[src/rtl/pads_in_cond_pkg.sv]
// Shared constants for the input pad conditioning block.
// Reset idle levels for the serial lines and the default timing parameters,
// also used by the pad-ring testbenches.
package pads_in_cond_pkg;

    // Level each synchronizer chain holds while in reset.
    localparam logic UART_IDLE = 1'b1;  // UART line idles high
    localparam logic MISO_IDLE = 1'b0;

    // Default block configuration.
    localparam int unsigned DEF_N_BTN           = 4;
    localparam int unsigned DEF_SYNC_STAGES     = 2;
    localparam int unsigned DEF_DEBOUNCE_CYCLES = 50000;
    localparam int unsigned DEF_CNT_W           = 16;

endpackage

[src/rtl/pads_in_cond_debounce_cell.sv]
// debounce_cell: conditioning path for one push-button bit.
// Synchronizes the asynchronous pad level, requires DEBOUNCE_CYCLES
// consecutive samples that differ from the accepted level before taking the
// new level, and emits a one-cycle registered pulse on each accepted edge.
// Ports:
//   clk    in   system clock
//   rst_n  in   asynchronous active-low reset
//   pad    in   raw button level from pad, asynchronous
//   level  out  debounced button level
//   rise   out  one-cycle pulse when level goes 0->1
//   fall   out  one-cycle pulse when level goes 1->0
module debounce_cell #(
    parameter int unsigned SYNC_STAGES     = 2,
    parameter int unsigned DEBOUNCE_CYCLES = 50000,
    parameter int unsigned CNT_W           = 16
) (
    input  logic clk,
    input  logic rst_n,
    input  logic pad,
    output logic level,
    output logic rise,
    output logic fall
);

    localparam logic [CNT_W-1:0] CNT_LAST = CNT_W'(DEBOUNCE_CYCLES - 1);

    logic [SYNC_STAGES-1:0] sync;
    logic [CNT_W-1:0]       cnt;
    logic                   s;

    assign s = sync[SYNC_STAGES-1];

    always_ff @(posedge clk or negedge rst_n) begin
        if (!rst_n) begin
            sync  <= '0;
            cnt   <= '0;
            level <= 1'b0;
            rise  <= 1'b0;
            fall  <= 1'b0;
        end else begin
            sync <= {sync[SYNC_STAGES-2:0], pad};
            rise <= 1'b0;
            fall <= 1'b0;
            if (s == level) begin
                // Any matching sample restarts the stability count.
                cnt <= '0;
            end else if (cnt == CNT_LAST) begin
                // DEBOUNCE_CYCLES-th consecutive differing sample: accept it.
                level <= s;
                cnt   <= '0;
                rise  <= s;
                fall  <= ~s;
            end else begin
                cnt <= cnt + 1'b1;
            end
        end
    end

endmodule

[src/rtl/pads_in_cond.sv]
// pads_in_cond: input-side conditioning between the pad cells and the core.
// uart_sin and spi_miso pass through plain synchronizer chains; each push
// button gets a synchronizer, debounce counter and edge-pulse generator.
// All outputs are in the clk domain.
// Ports:
//   clk            in   system clock
//   rst_n          in   asynchronous active-low reset
//   uart_sin_pad   in   UART serial input from pad, asynchronous
//   spi_miso_pad   in   SPI MISO from pad, asynchronous
//   btn_pad        in   push buttons from pad, asynchronous, active-high
//   uart_sin_core  out  synchronized UART input
//   spi_miso_core  out  synchronized MISO
//   btn_core       out  debounced button levels
//   btn_rise       out  one-cycle pulse per bit when btn_core goes 0->1
//   btn_fall       out  one-cycle pulse per bit when btn_core goes 1->0
module pads_in_cond
    import pads_in_cond_pkg::*;
#(
    parameter int unsigned N_BTN           = DEF_N_BTN,
    parameter int unsigned SYNC_STAGES     = DEF_SYNC_STAGES,
    parameter int unsigned DEBOUNCE_CYCLES = DEF_DEBOUNCE_CYCLES,
    parameter int unsigned CNT_W           = DEF_CNT_W
) (
    input  logic             clk,
    input  logic             rst_n,
    input  logic             uart_sin_pad,
    input  logic             spi_miso_pad,
    input  logic [N_BTN-1:0] btn_pad,
    output logic             uart_sin_core,
    output logic             spi_miso_core,
    output logic [N_BTN-1:0] btn_core,
    output logic [N_BTN-1:0] btn_rise,
    output logic [N_BTN-1:0] btn_fall
);

`ifndef SYNTHESIS
    if (SYNC_STAGES < 2) begin : g_bad_sync_stages
        $error("pads_in_cond: SYNC_STAGES must be >= 2");
    end
    if (DEBOUNCE_CYCLES < 1) begin : g_bad_debounce_cycles
        $error("pads_in_cond: DEBOUNCE_CYCLES must be >= 1");
    end
    if (longint'(DEBOUNCE_CYCLES) >= (longint'(1) << CNT_W)) begin : g_bad_cnt_w
        $error("pads_in_cond: CNT_W too narrow for DEBOUNCE_CYCLES");
    end
`endif

    logic [SYNC_STAGES-1:0] uart_sync;
    logic [SYNC_STAGES-1:0] miso_sync;

    always_ff @(posedge clk or negedge rst_n) begin
        if (!rst_n) begin
            uart_sync <= {SYNC_STAGES{UART_IDLE}};
            miso_sync <= {SYNC_STAGES{MISO_IDLE}};
        end else begin
            uart_sync <= {uart_sync[SYNC_STAGES-2:0], uart_sin_pad};
            miso_sync <= {miso_sync[SYNC_STAGES-2:0], spi_miso_pad};
        end
    end

    assign uart_sin_core = uart_sync[SYNC_STAGES-1];
    assign spi_miso_core = miso_sync[SYNC_STAGES-1];

    for (genvar i = 0; i < N_BTN; i++) begin : g_btn
        debounce_cell #(
            .SYNC_STAGES    (SYNC_STAGES),
            .DEBOUNCE_CYCLES(DEBOUNCE_CYCLES),
            .CNT_W          (CNT_W)
        ) u_cell (
            .clk  (clk),
            .rst_n(rst_n),
            .pad  (btn_pad[i]),
            .level(btn_core[i]),
            .rise (btn_rise[i]),
            .fall (btn_fall[i])
        );
    end

endmodule

[config.mk]
export PLATFORM = sky130hd
export DESIGN_NAME = pads_in_cond
export DESIGN_NICKNAME = d
export VERILOG_FILES = /design/src/rtl/pads_in_cond_pkg.sv /design/src/rtl/pads_in_cond_debounce_cell.sv /design/src/rtl/pads_in_cond.sv
export SDC_FILE = /design/constraint.sdc
export NUM_CORES = 1
export LEC_CHECK = 0
export BUFFER_PORTS_ARGS = -buffer_cell sky130_fd_sc_hd__buf_2
export CORE_ASPECT_RATIO = 0.7
export CORE_MARGIN = 5
export CORE_UTILIZATION = 35
export CTS_CLUSTER_SIZE = 14
export DETAILED_ROUTE_END_ITERATION = 10
export PLACE_DENSITY = 0.59
export SYNTH_ARGS = -nofsm -noshare
export SYNTH_HDL_FRONTEND = slang
export SYNTH_SLANG_ARGS = --single-unit
[constraint.sdc]
create_clock -name clk -period 2.2 [get_ports clk]
set_input_delay 0.44 -clock clk [delete_from_list [all_inputs] [get_ports clk]]
set_output_delay 0.44 -clock clk [all_outputs]
set_load 0.02 [all_outputs]
==> out/results.tsv, run 1 <==
stage	metric	value	unit
outcome	status	complete, no violations	
power	clock_power_share	47.1	%
finish	antenna_cells	0	
yosys	synth_cells	369	
yosys	synth-main-ff-cell	dfrtp_1	
grt	grt.overflow.total	0	
grt	grt_pass1_wl	12410	um
yosys	synth_top_area_share	54.34	%
yosys	ys_ff_latch	88	
power	p_int	2.635	mW
yosys	synth_fa_ha_area_share	1.264	%
yosys	synth-xor-area-share	13.05	%
setup_path	worst-path-buf-inv	0	
sta	fin_tns_setup	0	ns
place	gp_congestion	0.8154	
yosys	muxShareOfSynthArea	1.232	%
cts	path_clk_slew	0.06	ns
yosys	synth_top_cells_by_area	dfrtp_1 (54%), xnor2_1 (9.7%), nor2_1 (6.9%)	
setup_path	arrival	2.06	ns
floorplan	start_util	35.84	%
yosys	syn_area_per_cell	10.73	um^2
finish	syn_to_final_growth	14.72	%
cts	htree_num_levels	3	
route	antenna_left	0	
route	wl_per_cell	12.60	um
setup_path	cp.required	2.43	ns
floorplan	core-area	0.01105	mm^2
finish	drive_above_1_share	13.82	%
finish	final_cell_mix	dfrtp_1 (86), nor2_1 (73), xnor2_1 (44)	
grt	grt_max_degree	43	
cts	cts.sinks	88	
setup_path	critPathMaxFanout	5	
sta	worst_slew_pin_slew	0.5604	ns
setup_path	r2r-start	g_btn[2].u_cell.cnt[11]	
cts	cts_tree	done	
power	p_switching	0.7225	mW
sta	timing.fmax	544.6	MHz
sta	setup_viol	0	
yosys	synth_edf_count	0	
place	dp_hpwl	4785	um
route	via_count	2633	
cts	post-cts-setup-buffers	0	
grt	antenna_found_initial	0	
yosys	synth-seq-area-share	55.67	%
grt	grtUsageTotal	11.46	%
floorplan	die_x	137.1	um
place	port_buffers	21	
yosys	synth_nets	381	
job	maxCapViolCount	0	
yosys	synthesis.area	0.003960	mm^2
worst_hold_path	worstHoldPathType	input pin to async pin	
yosys	synth_top_family_by_area	simple AND/OR/NAND/NOR gates	
route	first_iter_violations	140	
yosys	synthArstFlopShare	100.0	%
yosys	yosysTopAreaCell	dfrtp_1	
cts	holdBufCountCts	0	
floorplan	fp-row-count	32	
power	total_power	3.357	mW
sta	fin_crit_sh	83.46	%
power	swShare	21.52	%
setup_path	cp_slowest_cell	or4_4	
cts	insertion_delay	0.34	ns
floorplan	dieArea	0.01358	mm^2
sta	hold_viol	0	
sta	finalClockSkew	0.005972	ns
setup_path	slowest_delay	0.58	ns
cts	cts_resized	0	
setup_path	path_cells	or3_1 > or4_4 > mux2_4	
setup_path	timing.critical_path.to	g_btn[2].u_cell.level	
yosys	synth-simple-area-share	24.36	%
power	power_density	739.0	mW/mm^2
yosys	yosys_warnings	0	
finish	nNetsFinal	405	
yosys	ys_types	31	
cts	cts_buffers	9	
power	leakagePower	1.892	nW
setup_path	regToRegSetupSlack	0.36	ns
sta	post-route-min-period	1.836	ns
yosys	synth_compound_area_share	0.7267	%
setup_path	critPathKind	flip-flop to flip-flop	
setup_path	cpLargestDelayFamily	simple AND/OR/NAND/NOR gates	
sta	slew_headroom	62.64	%
setup_path	start_kind	flip-flop	
route	wirelength	6944	um
cts	cts_root_buf	clkbuf_16	
route	drt-pass1-iter-count	4	
setup_path	reg2reg_to	g_btn[2].u_cell.level	
floorplan	ios	22	
floorplan	die_h	99.00	um
setup_path	end_kind	flip-flop	
setup_path	cp_num_cells	3	
setup_path	startpoint	g_btn[2].u_cell.cnt[11]	
power	p_comb_share	3.1	%
grt	grt_pass1_vias	2596	
cts	cts_buffer_depth	2	
setup_path	worst-r2r-cell-count	3	
sta	rsz0062_at_grt	false	
power	irDropWorstVdd	408.5	uV
power	power_frac_seq	49.8	%
route	drc_errors	0	
sta	drv_slew	0	
finish	layout_commonest_cell	dfrtp_1	
route	vias_per_cell	4.779	
-- Yosys cell counts, drive strengths merged (5+ instances only) --
cell type  count
xnor2         44
inv            9
dfrtp         86
nor3          11
nor3b         10
nand3         20
xor2          15
and3           6
nor4bb         5
nor4          14
nand2         17
nor2          73
nand4         15
buf           13
-- worst register-to-register path, stage by stage (launching register included) --
cell	delay, ns
dfrtp_1	0.44
or3_1	0.40
or4_4	0.58
mux2_4	0.31
-- how the worst min path moves through the flow --
| stage | start | to | slack, ns |
|---|---|---|---|
| floorplan | rst_n | g_btn[0].u_cell.cnt[0] | 0.14 |
| global placement | miso_sync[0] | miso_sync[1] | 0.33 |
| detailed placement | miso_sync[0] | miso_sync[1] | 0.34 |
| CTS | rst_n | miso_sync[1] | 0.11 |
| global route | rst_n | g_btn[1].u_cell.cnt[13] | 0.14 |
| finish | rst_n | g_btn[1].u_cell.cnt[11] | 0.09 |
-- power groups by stage --
stage | sequential (mW) | clock [mW] | combinational [mW]
after global routing | 1.67 | 1.70 | 0.125
after detailed placement | 1.70 | 0 | 0.108
after global placement | 1.70 | 0 | 0.108
after CTS | 1.67 | 1.63 | 0.108
after floorplan | 1.70 | 0 | 0.0425
final | 1.67 | 1.58 | 0.103
-- stage by stage --
stage          utilization [%]  cell area [um^2]  hold slack, ns  worst slack [ns]  cells
6_report                 41.11              4543         0.09344            0.3638    551
5_1_grt                  41.11              4543          0.1383            0.2866    551
4_1_cts                  41.11              4543          0.1071            0.3584    551
3_5_place_dp             38.25              4227          0.3355            0.3761    535
3_3_place_gp             38.25              4227          0.3327            0.3878    535
2_1_floorplan                -              3960          0.1444            0.4287    369
-- per-layer routing --
| metal | wire length [um] | track usage (%) | share of wire [%] |
|---|---|---|---|
| met4 | 77 | 3.298 | 1.1 |
| met1 | 3625 | 16.46 | 52 |
| met2 | 2891 | 15.86 | 42 |
| met5 | 0 | 0 | 0 |
| met3 | 350 | 4.592 | 5.0 |
-- cells by family (layout without fill, tap and decap cells) --
| kind of cell | Yosys count | in the layout |
|---|---|---|
| compound gates | 3 | 3 |
| xor+xnor | 59 | 59 |
| mux | 4 | 4 |
| fa+ha+maj | 4 | 4 |
| buf+inv | 26 | 55 |
| flops | 88 | 88 |
| simple gates | 185 | 185 |
-- area by class of cell --
| type | count | area, um^2 |
|---|---|---|
| inverter | 9 | 33.78 |
| clock inverter | 5 | 63.81 |
| timing repair buffer | 30 | 187.7 |
| clock buffer | 11 | 252.7 |
| fill | 1068 | 6507 |
| tap | 153 | 191.4 |
| multi-input combinational | 255 | 1609 |
| sequential | 88 | 2205 |
-- registers in the layout, summed over array words and instances (netlist names) --
register and count:
g_btn.u_cell.fall 4, g_btn.u_cell.cnt 64, g_btn.u_cell.level 4, miso_sync 2
g_btn.u_cell.sync 8, g_btn.u_cell.rise 4, uart_sync 2
No activity file was read; power rests on OpenSTA's default activity.
==> run 2: changes to the inputs <==
==> constraint.sdc (replaced) <==
create_clock -name clk -period 1.8 [get_ports clk]
set_input_delay 0.36 -clock clk [delete_from_list [all_inputs] [get_ports clk]]
set_output_delay 0.36 -clock clk [all_outputs]
set_load 0.02 [all_outputs]
==> out/results.tsv, run 2 (synthesized netlist as in run 1, its figures left out) <==
stage	metric	value	unit
route	via_count	2686	
finish	nNetsFinal	419	
grt	grt_pass1_wl	12690	um
floorplan	die_h	99.00	um
outcome	status	finished, violations left	
place	post_dp_cell_area	0.004342	mm^2
cts	cts_tree	done	
sta	rsz0062_at_grt	true	
outcome	violations	setup timing	
grt	grt.overflow.total	0	
setup_path	end_kind	flip-flop	
power	total_power	4.100	mW
floorplan	die_x	137.1	um
route	vias_per_cell	4.762	
finish	final_cell_mix	dfrtp_1 (86), nor2_1 (70), xnor2_1 (44)	
sta	hold_viol	0	
route	wirelength	7340	um
cts	insertion_delay	0.33	ns
worst_hold_path	worstHoldPathType	input pin to flip-flop	
cts	htree_num_levels	3	
setup_path	cp.required	2.02	ns
route	drt-pass1-iter-count	4	
route	first_iter_violations	125	
grt	grt_pass1_vias	2709	
cts	post-cts-setup-buffers	0	
setup_path	critPathMaxFanout	4	
route	antenna_left	0	
floorplan	start_util	35.84	%
finish	layout_commonest_cell	dfrtp_1	
finish	drive_above_1_share	16.79	%
route	wl_per_cell	13.01	um
sta	worst_slack	-0.02665	ns
cts	path_clk_slew	0.06	ns
floorplan	ios	22	
setup_path	regToRegSetupSlack	-0.03	ns
sta	slew_headroom	76.18	%
finish	max_flop_register	g_btn.u_cell.cnt	
sta	setup_viol	1	
power	leakagePower	1.981	nW
route	drc_errors	0	
sta	post-route-min-period	1.827	ns
grt	antenna_found_initial	0	
sta	fin_crit_sh	101.5	%
cts	cts.sinks	88	
floorplan	dieArea	0.01358	mm^2
power	power_density	874.1	mW/mm^2
power	irDropWorstVdd	549.0	uV
floorplan	core-area	0.01105	mm^2
place	dp_hpwl	5026	um
grt	grt_max_degree	36	
sta	drv_slew	0	
setup_path	critPathKind	flip-flop to flip-flop	
finish	final_cell_area	0.004691	mm^2
sta	timing.fmax	547.5	MHz
sta	worst_slew_pin_slew	0.3541	ns
finish	antenna_cells	0	
place	port_buffers	21	
cts	cts_buffers	9	
setup_path	start_kind	flip-flop	
finish	largest_reg_flops	64	
setup_path	arrival	2.04	ns
floorplan	fp-row-count	32	
grt	grtUsageTotal	11.76	%
sta	finalClockSkew	0.006466	ns
cts	cts_root_buf	clkbuf_16	
finish	largestRegisters	g_btn.u_cell.cnt: 64 flops, g_btn.u_cell.sync: 8 flops	
place	gp_congestion	0.8030	
cts	cts_buffer_depth	2	
job	maxCapViolCount	0	
finish	syn_to_final_growth	18.45	%
run 2: cell count changes in the layout (fill, tap and decap cells not counted), sizes merged:
| cell | previous run | this run |
|---|---|---|
| clkinvlp | 1 | 0 |
| buf | 30 | 43 |
| bufinv | 1 | 2 |
| dlygate4sd3 | 0 | 1 |
| inv | 10 | 9 |
run 2: per-stage QoR:
step / setup slack (ns) / util, % / TNS, ns / std cells / hold WS [ns]
2_1_floorplan: 0.02868 / - / 0 / 369 / 0.06441
3_3_place_gp: 0.03647 / 39.29 / 0 / 547 / 0.2677
3_5_place_dp: 0.01816 / 39.29 / 0 / 547 / 0.2734
4_1_cts: 0.006880 / 42.12 / 0 / 563 / 0.1141
5_1_grt: -0.07262 / 42.45 / -0.8219 / 564 / 0.1130
6_report: -0.02665 / 42.45 / -0.02665 / 564 / 0.1307
run 2: repair_timing:
action | CTS | global route
endpoints found under the setup margin | 0 | 27
hold endpoints to repair | 15 | 0
gates resized for setup | 0 | 8
hold buffers | 1 | 0
run 2: final timing paths:
kind / start / endpoint / cells past startpoint
worst max-delay path: g_btn[2].u_cell.cnt[10] / g_btn[2].u_cell.level / 3
worst min-delay path: uart_sin_pad / uart_sync[0] / 1
worst max register to register: g_btn[2].u_cell.cnt[10] / g_btn[2].u_cell.level / 3
worst min register to register: miso_sync[0] / miso_sync[1] / 0
max in group asynchronous: rst_n / g_btn[2].u_cell.sync[1] / 3
min in group asynchronous: rst_n / g_btn[1].u_cell.fall / 2
run 2: layout make-up:
cell class	instances	area [um^2]
clock inverters	4	70.07
multi-input cells	255	1638
fillers	1072	6360
inverters	9	33.78
well taps	153	191.4
flip-flops and latches	88	2205
clock buffers	11	232.7
repair buffers	44	320.3
run 2: worst max-delay path: stages, from the launching register on:
cell	delay, ns
dfrtp_1	0.37
or3_1	0.44
or4_4	0.59
mux2_4	0.31
run 2: report_power, final:
part / switching [mW] / internal, mW
Clock: 0.706 / 1.20
Sequential: 0.0305 / 2.02
Combinational: 0.0867 / 0.0578
Total: 0.823 / 3.28
run 2: layer usage:
| layer | share of wire [%] | routed length (um) | track usage, % | vias to the layer above |
|---|---|---|---|---|
| li1 | - | - | - | 1338 |
| met1 | 49 | 3582 | 15.54 | 1300 |
| met2 | 45 | 3335 | 18.23 | 41 |
| met3 | 4.6 | 341 | 4.337 | 7 |
| met4 | 1.1 | 80 | 3.221 | 0 |
| met5 | 0 | 0 | 0 | - |
==> run 3: changes to the inputs <==
--- a/config.mk
+++ b/config.mk
@@ -5,12 +5,13 @@
 export SDC_FILE = /design/constraint.sdc
 export NUM_CORES = 1
 export LEC_CHECK = 0
+export ABC_CLOCK_PERIOD_IN_PS = 1800
 export BUFFER_PORTS_ARGS = -buffer_cell sky130_fd_sc_hd__buf_2
 export CORE_ASPECT_RATIO = 0.7
-export CORE_MARGIN = 5
 export CORE_UTILIZATION = 35
 export CTS_CLUSTER_SIZE = 14
 export DETAILED_ROUTE_END_ITERATION = 10
+export MAX_ROUTING_LAYER = met4
 export PLACE_DENSITY = 0.59
 export SYNTH_ARGS = -nofsm -noshare
 export SYNTH_HDL_FRONTEND = slang
==> out/results.tsv, run 3 (synthesized netlist as in run 1, its figures left out) <==
stage	metric	value	unit
outcome	status	complete, no violations	
setup_path	cp_slowest_cell	or4_4	
finish	drive_above_1_share	16.06	%
cts	cts_buffers	9	
power	leakagePower	1.938	nW
cts	cts_root_buf	clkbuf_16	
floorplan	fp-row-count	32	
sta	whs	0.1151	ns
finish	largestRegisters	g_btn.u_cell.cnt: 64 flops, g_btn.u_cell.sync: 8 flops	
setup_path	startpoint	g_btn[2].u_cell.cnt[4]	
sta	hold_viol	0	
route	drc_errors	0	
place	post_dp_cell_area	0.004309	mm^2
grt	grt_pass1_vias	2534	
worst_hold_path	worstHoldPathType	input pin to flip-flop	
floorplan	die_x	129.1	um
setup_path	critPathMaxFanout	4	
grt	grtUsageTotal	14.24	%
route	drt-pass1-iter-count	4	
sta	fin_tns_setup	0	ns
sta	finalClockSkew	0.01117	ns
sta	post-route-min-period	1.791	ns
job	maxCapViolCount	0	
route	vias_per_cell	4.727	
route	antenna_left	0	
route	wirelength	7101	um
sta	worst_slack	0.008800	ns
finish	fin_cells	564	
cts	path_clk_slew	0.07	ns
sta	worst_slew_pin_slew	0.3539	ns
finish	final_cell_area	0.004607	mm^2
sta	rsz0062_at_grt	true	
finish	layout_commonest_cell	dfrtp_1	
finish	antenna_cells	0	
sta	drv_slew	0	
finish	nNetsFinal	418	
setup_path	path_cells	nor4b_2 > nand3b_1 > or4_4 > mux2_4	
cts	htree_num_levels	3	
sta	timing.fmax	558.3	MHz
setup_path	regToRegSetupSlack	0.009	ns
floorplan	ios	22	
finish	largest_reg_flops	64	
floorplan	die_h	91.00	um
cts	cts_resized	0	
floorplan	start_util	35.97	%
grt	grt.overflow.total	0	
worst_hold_path	hold_start	uart_sin_pad	
floorplan	core-area	0.01101	mm^2
setup_path	arrival	2.01	ns
grt	grt_pass1_wl	12440	um
setup_path	start_kind	flip-flop	
grt	met3_usage	4.773	%
grt	gr-usage-met2	18.10	%
place	dp_hpwl	4888	um
place	place_ws	0.01707	ns
grt	grtUsageMet1	20.43	%
power	power_density	853.6	mW/mm^2
place	gp_congestion	0.8010	
power	irDropWorstVdd	489.2	uV
setup_path	slowest_delay	0.56	ns
grt	antenna_found_initial	0	
worst_hold_path	whs_path_depth	1	
setup_path	cpLargestDelayFamily	simple AND/OR/NAND/NOR gates	
setup_path	reg2reg_to	g_btn[2].u_cell.level	
grt	grt_max_degree	41	
place	port_buffers	21	
setup_path	end_kind	flip-flop	
setup_path	worst-path-buf-inv	0	
finish	max_flop_register	g_btn.u_cell.cnt	
finish	post-route-util	41.84	%
finish	syn_to_final_growth	16.33	%
setup_path	worst-r2r-cell-count	4	
cts	cts.sinks	88	
sta	fin_crit_sh	99.51	%
power	total_power	3.933	mW
setup_path	r2r-start	g_btn[2].u_cell.cnt[4]	
cts	cts_buffer_depth	2	
cts	cts_tree	done	
grt	top_usage_layer	met1	
setup_path	critPathKind	flip-flop to flip-flop	
route	first_iter_violations	180	
route	via_count	2666	
route	wl_per_cell	12.59	um
finish	final_cell_mix	dfrtp_1 (86), nor2_1 (73), xnor2_1 (44)	
sta	slew_headroom	76.19	%
worst_hold_path	min_to	uart_sync[0]	
floorplan	dieArea	0.01175	mm^2
sta	setup_viol	0	
setup_path	cp.required	2.02	ns
cts	insertion_delay	0.35	ns
place	place_inst	546	
==> run 3: cell types whose count changed in the layout (fill, tap and decap cells not counted), sizes merged <==
cell / delta
bufinv: -2
buf: -1
clkbuf: -1
inv: +3
clkinvlp: +1
==> run 3: worst max-delay path by stage <==
stage / endpoint / slack [ns] / cells past startpoint
CTS: g_btn[2].u_cell.level / 0.002 / 4
detailed placement: g_btn[2].u_cell.level / 0.02 / 4
floorplan: g_btn[2].u_cell.level / 0.03 / 3
finish: g_btn[2].u_cell.level / 0.009 / 4
global route: g_btn[2].u_cell.level / -0.09 / 4
global placement: g_btn[2].u_cell.level / 0.04 / 4
==> run 3: worst register-to-register path, stage by stage, from the launching register on <==
cell	delay, ns
dfrtp_1	0.39
nor4b_2	0.28
nand3b_1	0.13
or4_4	0.56
mux2_4	0.31
==> run 3: metal layers <==
| layer | up-vias | part of all wire (%) |
|---|---|---|
| li1 | 1326 | - |
| met1 | 1294 | 55 |
| met2 | 38 | 41 |
| met3 | 8 | 3.2 |
| met4 | 0 | 1.1 |
| met5 | - | 0 |
==> run 3: cell type report <==
type / instances / area, um^2
flip-flops and latches: 88 / 2205
inverters: 9 / 33.78
fillers: 1038 / 6404
multi-input cells: 255 / 1609
well taps: 153 / 191.4
clock inverters: 6 / 51.30
repair buffers: 43 / 287.8
clock buffers: 10 / 229.0
==> run 3: timing repair <==
| item | 4_1_cts | 5_1_grt |
|---|---|---|
| setup buffers | 0 | 1 |
| endpoints found under the hold margin | 23 | 0 |
| hold buffers | 1 | 0 |
| endpoints found under the setup margin | 1 | 28 |
| pin swaps | 2 | 1 |
==> run 3: power by group <==
part           switching [mW]  leakage, nW  total [mW]  internal [mW]
logic                  0.0831        0.615       0.132         0.0485
registers              0.0302         1.19        2.04           2.01
clock network           0.802        0.134        1.76          0.955
